$ cat src/rtl/spi_master.sv
// SPI mode-0 initiator: streams bytes from a valid/ready source onto SCLK/MOSI,
// framing CS_N with a last-byte marker and a one-byte holding register.
module spi_master #(
  parameter int CLK_DIV = 2,
  parameter int CS_GAP  = 2
) (
  input  logic       clk_in,
  input  logic       rst_in,
  input  logic       tx_valid_in,
  input  logic [7:0] tx_data_in,
  input  logic       tx_last_in,
  output logic       tx_ready_out,
  output logic       spi_sclk_out,
  output logic       spi_mosi_out,
  output logic       spi_cs_n_out,
  output logic       busy_out
);

  localparam int CNT_MAX = (CLK_DIV > CS_GAP) ? CLK_DIV : CS_GAP;
  localparam int CNT_W   = $clog2(CNT_MAX + 1);
  localparam logic [CNT_W-1:0] DIV_RLD = CNT_W'(CLK_DIV - 1);
  localparam logic [CNT_W-1:0] GAP_RLD = CNT_W'(CS_GAP - 1);

  typedef enum logic [2:0] {
    S_IDLE, S_LEAD, S_SHIFT, S_WAIT, S_TRAIL, S_GAP
  } state_t;

  state_t           state, state_nxt;
  logic [CNT_W-1:0] cnt, cnt_nxt;
  logic             hold_full, hold_last;
  logic [7:0]       hold_data;
  logic [7:0]       sh_data;
  logic             sh_last;
  logic [2:0]       bit_cnt;
  logic             sclk, mosi, cs_n, busy;
  logic             sclk_nxt, mosi_nxt, cs_n_nxt;
  logic             load, shift_en, accept, tick, boundary;

  assign accept       = tx_valid_in && !hold_full;
  assign tick         = (cnt == '0);
  // The byte boundary is the falling SCLK edge that ends the 8th bit.
  assign boundary     = (state == S_SHIFT) && tick && sclk && (bit_cnt == 3'd7);
  assign tx_ready_out = !hold_full;
  assign spi_sclk_out = sclk;
  assign spi_mosi_out = mosi;
  assign spi_cs_n_out = cs_n;
  assign busy_out     = busy;

  always_ff @(posedge clk_in or posedge rst_in) begin
    if (rst_in) begin
      state     <= S_IDLE;
      cnt       <= '0;
      sclk      <= 1'b0;
      mosi      <= 1'b0;
      cs_n      <= 1'b1;
      busy      <= 1'b0;
      hold_full <= 1'b0;
      hold_last <= 1'b0;
      sh_last   <= 1'b0;
      bit_cnt   <= 3'd0;
    end else begin
      state <= state_nxt;
      cnt   <= cnt_nxt;
      sclk  <= sclk_nxt;
      mosi  <= mosi_nxt;
      cs_n  <= cs_n_nxt;
      busy  <= (state_nxt != S_IDLE);
      if (accept) begin
        hold_full <= 1'b1;
        hold_last <= tx_last_in;
      end else if (load) begin
        hold_full <= 1'b0;
      end
      if (load) begin
        sh_last <= hold_last;
        bit_cnt <= 3'd0;
      end else if (shift_en) begin
        bit_cnt <= bit_cnt + 3'd1;
      end
    end
  end

  // Payload registers carry no reset; the full flag qualifies them.
  always_ff @(posedge clk_in) begin
    if (accept) hold_data <= tx_data_in;
    if (load)
      sh_data <= hold_data;
    else if (shift_en)
      sh_data <= {sh_data[6:0], 1'b0};
  end

  always_comb begin
    state_nxt = state;
    case (state)
      S_IDLE:  if (hold_full) state_nxt = S_LEAD;
      S_LEAD:  if (tick) state_nxt = S_SHIFT;
      S_SHIFT: begin
        if (boundary) begin
          if (sh_last)        state_nxt = S_TRAIL;
          else if (hold_full) state_nxt = S_SHIFT;
          else                state_nxt = S_WAIT;
        end
      end
      S_WAIT:  if (hold_full) state_nxt = S_LEAD;
      S_TRAIL: if (tick) state_nxt = S_GAP;
      S_GAP:   if (tick) state_nxt = S_IDLE;
      default: state_nxt = S_IDLE;
    endcase
  end

  always_comb begin
    load     = 1'b0;
    shift_en = 1'b0;
    sclk_nxt = sclk;
    mosi_nxt = mosi;
    cs_n_nxt = cs_n;
    cnt_nxt  = tick ? cnt : cnt - 1'b1;
    case (state)
      S_IDLE: begin
        cs_n_nxt = 1'b1;
        sclk_nxt = 1'b0;
        mosi_nxt = 1'b0;
        if (hold_full) begin
          load     = 1'b1;
          cs_n_nxt = 1'b0;
          mosi_nxt = hold_data[7];
          cnt_nxt  = DIV_RLD;
        end
      end
      S_LEAD: begin
        if (tick) begin
          sclk_nxt = 1'b1;
          cnt_nxt  = DIV_RLD;
        end
      end
      S_SHIFT: begin
        if (tick) begin
          sclk_nxt = !sclk;
          cnt_nxt  = DIV_RLD;
          if (sclk) begin
            if (bit_cnt != 3'd7) begin
              shift_en = 1'b1;
              mosi_nxt = sh_data[6];
            end else if (!sh_last && hold_full) begin
              // Back-to-back byte: reload with no SCLK gap.
              load     = 1'b1;
              mosi_nxt = hold_data[7];
            end
          end
        end
      end
      S_WAIT: begin
        sclk_nxt = 1'b0;
        if (hold_full) begin
          load     = 1'b1;
          mosi_nxt = hold_data[7];
          cnt_nxt  = DIV_RLD;
        end
      end
      S_TRAIL: begin
        sclk_nxt = 1'b0;
        if (tick) begin
          cs_n_nxt = 1'b1;
          cnt_nxt  = GAP_RLD;
        end
      end
      S_GAP: begin
        if (tick) cnt_nxt = DIV_RLD;
      end
      default: ;
    endcase
  end

endmodule

$ cat config.mk
export PLATFORM = sky130hd
export DESIGN_NAME = spi_master
export DESIGN_NICKNAME = d
export VERILOG_FILES = /design/src/rtl/spi_master.sv
export SDC_FILE = /design/constraint.sdc
export NUM_CORES = 1
export LEC_CHECK = 0
export ABC_AREA = 0
export CAP_MARGIN = 0
export CORE_ASPECT_RATIO = 0.7
export CORE_MARGIN = 5
export CORE_UTILIZATION = 25
export CTS_BUF_LIST = sky130_fd_sc_hd__clkbuf_8
export DETAILED_ROUTE_END_ITERATION = 16
export PLACE_DENSITY = 0.49
export SETUP_SLACK_MARGIN = 0.1
export SYNTH_ARGS = -nofsm -noshare
export SYNTH_HDL_FRONTEND = slang
export SYNTH_SLANG_ARGS = --single-unit
$ cat constraint.sdc
create_clock -name clk_in -period 2.9 [get_ports clk_in]
set_input_delay 0.435 -clock clk_in [delete_from_list [all_inputs] [get_ports clk_in]]
set_output_delay 0.435 -clock clk_in [all_outputs]
set_load 0.1 [all_outputs]
### Word-level counts from Yosys, hierarchy flattened

Cells that the tools add are included.

| word-level totals | value |
|---|---|
| flip-flop bits (word level) | 30 |
| input port bits | 12 |
| output and inout port bits | 5 |
| logic and storage cells | 89 |

| cells by class | value |
|---|---|
| $add $sub $neg | 2 |
| eq/ne operators | 13 |
| muxes and demuxes | 40 |
| reduce and logical (&&, ||, !) cells | 22 |

Operators by type and width:

| kind | count |
|---|---|
| $mux W3 | 8 |
| $mux W1 | 21 |
| $pmux W3 S5 | 1 |
| $mux W7 | 2 |
| $ne A2 B2 Y1 const B | 5 |
| $eq A3 B3 Y1 const B | 3 |
| $reduce_bool A3 Y1 | 3 |
| $eq A3 B2 Y1 const B | 2 |
| $mux W2 | 3 |
| $pmux W1 S3 | 2 |
| $reduce_bool A2 Y1 | 3 |
| $logic_and A1 B1 Y1 | 5 |
| $reduce_and A5 Y1 | 1 |
| $pmux W1 S2 | 2 |
| $pmux W2 S2 | 1 |
| $reduce_or A4 Y1 | 1 |
| $add A3 B1 Y3 const B | 1 |
| $eq A3 B1 Y1 const B | 1 |
| $logic_not A1 Y1 | 3 |
| $logic_not A3 Y1 | 1 |
| $ne A3 B1 Y1 const B | 1 |
| $ne A3 B3 Y1 const B | 1 |
| $reduce_and A3 Y1 | 1 |
| $reduce_or A3 Y1 | 1 |
| other kinds (4) | 4 |

### Logic depth before layout (Yosys ltp)

Gate-level depths: netlist of the first run.

| logic depth | value |
|---|---|
| word-level depth | 9 |
| gate-level depth with buffers | 6 |

### Least setup slack after synthesis of the first run

Ideal clock, no wire load.

| timing | value |
|---|---|
| path kind | reg2reg |
| start point | register sclk (netlist: spi_sclk_out) |
| end point | register sh_data[0] (enable) |
| setup time | 328 ps |
| arrival | 2143 ps |
| path slack | 429 ps |
| cell stages (with the launch flop) | 5 |
| period minus slack after synthesis | 2471 ps |
| cell sequence | dfrtp_1 or3b_4 or4_1 buf_2 nand2b_1 |

| between the ends | value |
|---|---|
| word-level cells in the longest chain between the ends | 4 |
| elaborated cells on any way between the ends | 7 |
| those cells by class | 6 x mux; 1 x reduce/logical |

Ends and longest elaborated chain:

| what | RTL line | source |
|---|---|---|
| start: declaration | 35 | `logic sclk, mosi, cs_n, busy;` |
| start signal: assignment | 64 | `sclk <= sclk_nxt;` |
| $mux W1 | 140 | `if (sclk) begin` |
| $mux W1 | 137 | `if (tick) begin` |
| $pmux W1 S2 / $mux W1 (equally long branches) | 118 | `case (state)` |
| $reduce_bool A2 Y1 (no source line) (*) | n/a |  |
| end signal: assignment | 87 | `sh_data <= hold_data;` |
| end signal: assignment | 89 | `sh_data <= {sh_data[6:0], 1'b0};` |
| end: declaration | 32 | `logic [7:0] sh_data;` |

Every way passes the cells marked *; elsewhere a longest branch is shown, timed or not.
A chain may end at the register's enable or synchronous reset.

### Final worst setup path of the first run

| timing | value |
|---|---|
| start point | register bit_cnt[0] |
| end point | register sh_data[2] (enable) |

| between the ends | value |
|---|---|
| word-level cells in the longest chain between the ends | 6 |
| elaborated cells on any way between the ends | 10 |
| those cells by class | 1 x eq/ne; 8 x mux; 1 x reduce/logical |

Ends and longest elaborated chain:

| what | RTL line | source |
|---|---|---|
| start: declaration | 34 | `logic [2:0] bit_cnt;` |
| start signal: assignment | 78 | `bit_cnt <= bit_cnt + 3'd1;` |
| $ne A3 B3 Y1 (*) | 141 | `if (bit_cnt != 3'd7) begin` |
| $mux W1 | 141 |  |
| $mux W1 | 140 |  |
| $mux W1 | 137 |  |
| $pmux W1 S2 / $mux W1 (equally long branches) | 118 |  |
| $reduce_bool A2 Y1 (no source line) (*) | n/a |  |

Marks and branches as above.

==> results of run 1 <==
cell type report:
| type | instances | area [um2] | share of cell area, % |
|---|---|---|---|
| clock buffer | 5 | 68.8 | 3.88 |
| clock inverter | 3 | 63.8 | 3.59 |
| multi-input combinational | 78 | 533 | 30.0 |
| timing repair buffer | 20 | 178 | 10.0 |
| sequential | 30 | 827 | 46.6 |
| tap | 75 | 93.8 | 5.29 |
| inverter | 3 | 11.3 | 0.634 |
synthesized netlist by cell type, drive strengths merged:
cell type / count / area, um2
edfxtp: 15 / 450
nor2: 15 / 58.8
dfrtp: 14 / 350
mux2: 8 / 90.1
o21ai: 8 / 40.0
a21oi: 6 / 30.0
nand2b: 5 / 31.3
buf: 4 / 31.3
clkbuf: 4 / 15.0
nor2b: 4 / 25.0
nor3: 4 / 20.0
inv: 3 / 11.3
mux2i: 3 / 30.0
a32oi: 2 / 17.5
ha: 2 / 25.0
nand2: 2 / 7.51
o22ai: 2 / 12.5
o31a: 2 / 17.5
a211oi: 1 / 7.51
a21o: 1 / 7.51
a2bb2oi: 1 / 8.76
a31oi: 1 / 6.26
and2: 1 / 6.26
dfstp: 1 / 26.3
nand3: 1 / 5.00
nor3b: 1 / 7.51
nor4: 1 / 6.26
nor4b: 1 / 15.0
o21bai: 1 / 7.51
o221a: 1 / 11.3
o311a: 1 / 11.3
or3b: 1 / 11.3
or4: 1 / 7.51
xor2: 1 / 8.76
power groups by stage:
stage	Combinational, mW	Sequential [mW]	Clock, mW
finish	0.853	0.770	0.493
floorplan	0.549	0.884	0
global placement	0.853	0.769	0
global route	0.922	0.791	0.530
CTS	0.862	0.770	0.509
detailed placement	0.858	0.778	0
flip-flops by register name (all words and copies together) (netlist names):
register,flops
hold_full,1
state,3
cnt,2
spi_mosi_out,1
busy_out,1
spi_cs_n_out,1
sh_data,7
sh_last,1
hold_last,1
spi_sclk_out,1
hold_data,8
bit_cnt,3
per-layer routing:
| metal | global-route usage [%] | up-vias | wire length [um] |
|---|---|---|---|
| met3 | 3.53 | 2 | 136 |
| met1 | 10.8 | 473 | 1340 |
| met4 | 3.14 | 0 | 19 |
| met5 | 0 | - | 0 |
| met2 | 12.0 | 22 | 1290 |
| li1 | - | 477 | - |
per-stage QoR:
step	cells	hold WS, ps
floorplan	119	336
detailed placement	206	491
CTS	214	511
finish	214	512
global placement	206	471
global route	214	520
logic make-up (layout without fill, tap and decap cells):
family          Yosys count  count (layout)  synth area share (%)
compound gates           27              27                  12.5
xor+xnor                  1               1                 0.618
fa+ha+maj                 2               2                  1.76
buf+inv                  11              31                  4.06
flops                    30              30                  58.3
mux                      11              11                  8.47
simple gates             37              37                  14.2
how the worst max path moves through the flow:
| stage | startpoint | end |
|---|---|---|
| after floorplan | spi_sclk_out | sh_data[0] |
| final | bit_cnt[0] | sh_data[2] |
| after global routing | bit_cnt[0] | sh_data[2] |
| after global placement | bit_cnt[0] | sh_data[1] |
| after detailed placement | bit_cnt[0] | sh_data[5] |
| after CTS | bit_cnt[0] | sh_data[2] |
==> flow_summary_export.csv, run 1 <==
group,metric,value,unit
run_status,outcome,"complete, no violations",
setup_path,crit_type,"reg2reg",
layout,final_core_util,31.6,%
setup_path,path_buf_inv,0,
min_path,hold_depth,1,
die,die_w,100,um
setup_path,cp_cell_sequence,"ha_1, ha_1, or4_1, nand2b_1",
power_and_ir_drop,clockPowerShare,23.3,%
power_and_ir_drop,p_seq_share,36.4,%
layout,area_growth_syn_to_layout,25.2,%
detailed_routing,drt_iter0_drc,90,
clock_network,cts_hold_buffers,0,
min_path,hp-start,"spi_mosi_out",
power_and_ir_drop,power,2.12,mW
min_path,whs_endpoint,"spi_mosi_out",
place,place.gp.congestion,0.811,
clock_network,root_buffer,"clkbuf_8",
detailed_routing,drc,0,
setup_path,rr_startpoint,"bit_cnt[0]",
logic_synthesis,syn_nets,133,
die,io_pins,17,
layout,layout_common_cells,"edfxtp_1, nor2_1, dfrtp_1",
die,initial_core_util,25.3,%
logic_synthesis,synth.distinct_cells,38,
logic_synthesis,yosysSeqAreaShare,58.3,%
clock_network,clk_pin_slew,60,ps
timing,relSlewSlack,59.6,%
timing,worst_slew_pin_slew,606,ps
detailed_routing,wl_per_cell,13.0,um
min_path,hp-class,"reg2reg",
clock_network,postCtsSetupRepairBufs,0,
detailed_routing,routed_wl,2780,um
place,hpwl,2030,um
grt,grt_pass1_wl,4530,um
layout,fillers,568,
place,dp_worst_setup_slack,762,ps
layout,final_common_cell,"edfxtp_1",
grt,antenna_found_initial,0,
layout,nNetsFinal,152,
flow_run,cap_violations,0,
setup_path,cpPeakStageDelay,640,ps
power_and_ir_drop,power_frac_comb,40.3,%
timing,fin_setup_tns,0,ps
setup_path,cp.required,2840,ps
clock_network,clkLatencyLatePin,280,ps
logic_synthesis,postSynthAreaPerCell,11.9,um2
setup_path,reg2reg_depth,4,
setup_path,cp_data_arrival_time,2070,ps
timing,hold_violations,0,
power_and_ir_drop,vdd_drop_max,0.000265,V
place,portBuffers,16,
logic_synthesis,yosysWarnings,0,
timing,fmax,470,MHz
setup_path,cp_num_cells,4,
setup_path,r2r_end,"sh_data[2]",
timing,slew_violations,0,
timing,min_period,2130,ps
grt,grt_overflow_total,0,
place,dpl-instance-area,1640,um2
setup_path,start_kind,"flip-flop",
grt,grt_use_total,8.23,%
power_and_ir_drop,cellInternalPower,1.29,mW
grt,grt_pass1_vias,918,
timing,fin_crit_sh,73.3,%
timing,rsz0062_at_grt,"false",
die,rows,23,
power_and_ir_drop,p_per_area,1190,nW/um2
setup_path,reg2reg_setup_slack,770,ps
die,die_y,73,um
setup_path,critPathTopFamily,"simple AND/OR/NAND/NOR gates",
setup_path,end_kind,"flip-flop",
setup_path,crit_top_cell,"ha_1",
clock_network,cts_tree,"built",
die,coreArea,5610,um2
clock_network,htreeDepth,2,
detailed_routing,vias,974,
grt,grt_max_degree,16,
setup_path,cp_slowest_cell,"or4_1",
power_and_ir_drop,switching_power,0.829,mW
clock_network,cts_buffers,5,
timing,setup_viol_count_final,0,
layout,drive_gt1_share,16.5,%
die,die_area,7300,um2
layout,stdcell_area,1780,um2
logic_synthesis,synthCells,119,
clock_network,clockBufferDepth,2,
clock_network,cts_resized,0,
setup_path,cp_max_fo,7,
timing,finClkSkew,7.71,ps
layout,antenna_cells,0,
power_and_ir_drop,swShare,39.2,%
detailed_routing,vias_per_cell,4.55,
timing,finalWorstSetupSlack,775,ps
detailed_routing,ant_nets,0,
clock_network,cts.sinks,30,
logic_synthesis,synth_seq_cells,30,
logic_synthesis,netlist_area,1420,um2
power_and_ir_drop,p_leak,0.711,nW
detailed_routing,drt-pass1-iter-count,6,
Power figures use the tool's default switching activity.
==> run 2, diff against run 1 <==
--- a/config.mk
+++ b/config.mk
@@ -12,7 +12,7 @@
 export CORE_UTILIZATION = 25
 export CTS_BUF_LIST = sky130_fd_sc_hd__clkbuf_8
 export DETAILED_ROUTE_END_ITERATION = 16
-export PLACE_DENSITY = 0.49
+export PLACE_DENSITY = 0.51
 export SETUP_SLACK_MARGIN = 0.1
 export SYNTH_ARGS = -nofsm -noshare
 export SYNTH_HDL_FRONTEND = slang
==> constraint.sdc (replaced) <==
create_clock -name clk_in -period 1.7 [get_ports clk_in]
set_input_delay 0.255 -clock clk_in [delete_from_list [all_inputs] [get_ports clk_in]]
set_output_delay 0.255 -clock clk_in [all_outputs]
set_load 0.1 [all_outputs]
==> run 2 against run 1 <==
Net effect: total power rose by 100%; sequential power up 64%; global-route usage is 1.4 points higher; maximum frequency up 12%; first-iteration DRC count is 20% lower; largest power group unchanged; critical path depth is the same; final cell count grew 11%; design area up 18%; largest cell class unchanged; count of clock-buffer cells in the layout unchanged; the flow now finishes with violations (negative setup slack).
==> flow_summary_export.csv, run 2 (same netlist as run 1, synthesis figures left out) <==
group,metric,value,unit
run_status,outcome,"finished, violations left",
run_status,violations,"negative setup slack",
timing,setup_viol_count_final,17,
setup_path,cp.required,1680,ps
layout,nNetsFinal,176,
timing,finalWorstSetupSlack,-196,ps
die,die_y,73,um
layout,layout_common_cells,"buf_4, edfxtp_1, nor2_1",
grt,antenna_found_initial,0,
power_and_ir_drop,vdd_drop_max,0.000560,V
timing,min_period,1900,ps
timing,worst_slew_pin_slew,280,ps
timing,slew_violations,0,
timing,fin_setup_tns,-2560,ps
clock_network,clockBufferDepth,2,
layout,antenna_cells,0,
power_and_ir_drop,p_per_area,2050,nW/um2
clock_network,cts_tree,"built",
clock_network,htreeDepth,2,
clock_network,cts_hold_buffers,0,
clock_network,cts_buffers,5,
layout,finalNonFillerCells,238,
place,dpl-instance-area,1890,um2
layout,stdcell_area,2100,um2
timing,hold_violations,0,
die,rows,23,
timing,rsz0062_at_grt,"true",
detailed_routing,drc,0,
setup_path,cp_max_fo,7,
setup_path,reg2reg_setup_slack,-200,ps
layout,largestRegisters,"hold_data (8), sh_data (7)",
min_path,hp-class,"in2async",
setup_path,reg2reg_depth,4,
timing,relSlewSlack,81.3,%
die,initial_core_util,25.3,%
setup_path,rr_startpoint,"cnt[0]",
grt,grt_pass1_wl,5340,um
place,place.gp.congestion,0.819,
place,portBuffers,16,
setup_path,r2r_end,"sh_data[3]",
detailed_routing,vias,1057,
power_and_ir_drop,power,4.30,mW
detailed_routing,drt-pass1-iter-count,4,
die,die_w,100,um
grt,grt_use_total,9.67,%
layout,drive_gt1_share,39.3,%
clock_network,clkLatencyLatePin,270,ps
timing,fin_hold_ws,219,ps
layout,area_growth_syn_to_layout,48.2,%
detailed_routing,wl_per_cell,13.5,um
detailed_routing,routed_wl,3210,um
layout,final_core_util,37.4,%
die,die_area,7300,um2
layout,largest_reg_flops,8,
die,coreArea,5610,um2
detailed_routing,ant_nets,0,
clock_network,cts.sinks,30,
detailed_routing,vias_per_cell,4.44,
grt,grt_overflow_total,0,
grt,grt_pass1_vias,1095,
clock_network,root_buffer,"clkbuf_8",
flow_run,cap_violations,0,
setup_path,cp_data_arrival_time,1880,ps
power_and_ir_drop,p_leak,0.880,nW
setup_path,crit_type,"reg2reg",
layout,final_common_cell,"buf_4",
layout,fillers,561,
clock_network,clk_pin_slew,70,ps
die,io_pins,17,
place,dp.cells,223,
layout,multi_input_area,608,um2
layout,regMostFlops,"hold_data",
timing,fmax,527,MHz
setup_path,end_kind,"flip-flop",
grt,grt_max_degree,15,
timing,finClkSkew,5.89,ps
place,hpwl,2360,um
layout,ff_latch_area,831,um2
setup_path,start_kind,"flip-flop",
timing,fin_crit_sh,112,%
place,dp_worst_setup_slack,-485,ps
detailed_routing,drt_iter0_drc,72,
run 2: power by group:
group	switching, mW	total (mW)	internal [mW]
Clock	0.262	0.693	0.431
Combinational	1.21	2.34	1.13
Sequential	0.151	1.26	1.11
run 2: layout make-up:
type | count | share of cell area (%)
Inverter | 3 | 0.715
Multi-Input combinational cell | 78 | 28.9
Timing Repair Buffer | 44 | 21.1
Tap cell | 75 | 4.47
Clock inverter | 3 | 1.91
Clock buffer | 5 | 3.28
Sequential cell | 30 | 39.5
run 2: repair_timing:
item	CTS	global route
endpoints found under the setup margin	18	20
pin swaps	3	6
buffers inserted	6	1
gates resized for setup	7	3
run 2: critical path, stage by stage, from the launching register on:
cell      delay [ps]
dfrtp_1          390
buf_6            120
or3b_4           390
or4_4            550
nand2b_4         150
run 2: per-layer routing:
metal / up-vias / global-route usage [%] / share of wire, %
met5: - / 0 / 0
met4: 0 / 4.04 / 0.72
met3: 2 / 3.15 / 4.0
met2: 16 / 14.6 / 47
met1: 520 / 12.8 / 49
li1: 519 / - / -
run 2: worst max path at each step:
stage	startpoint	to	slack [ps]	cells after the start
after floorplan	spi_sclk_out	sh_data[0]	-290	4
after global placement	sh_last	sh_data[6]	-410	4
after detailed placement	sh_last	sh_data[6]	-490	4
after CTS	cnt[0]	sh_data[4]	-240	4
after global routing	cnt[0]	sh_data[3]	-230	4
final	cnt[0]	sh_data[3]	-200	4
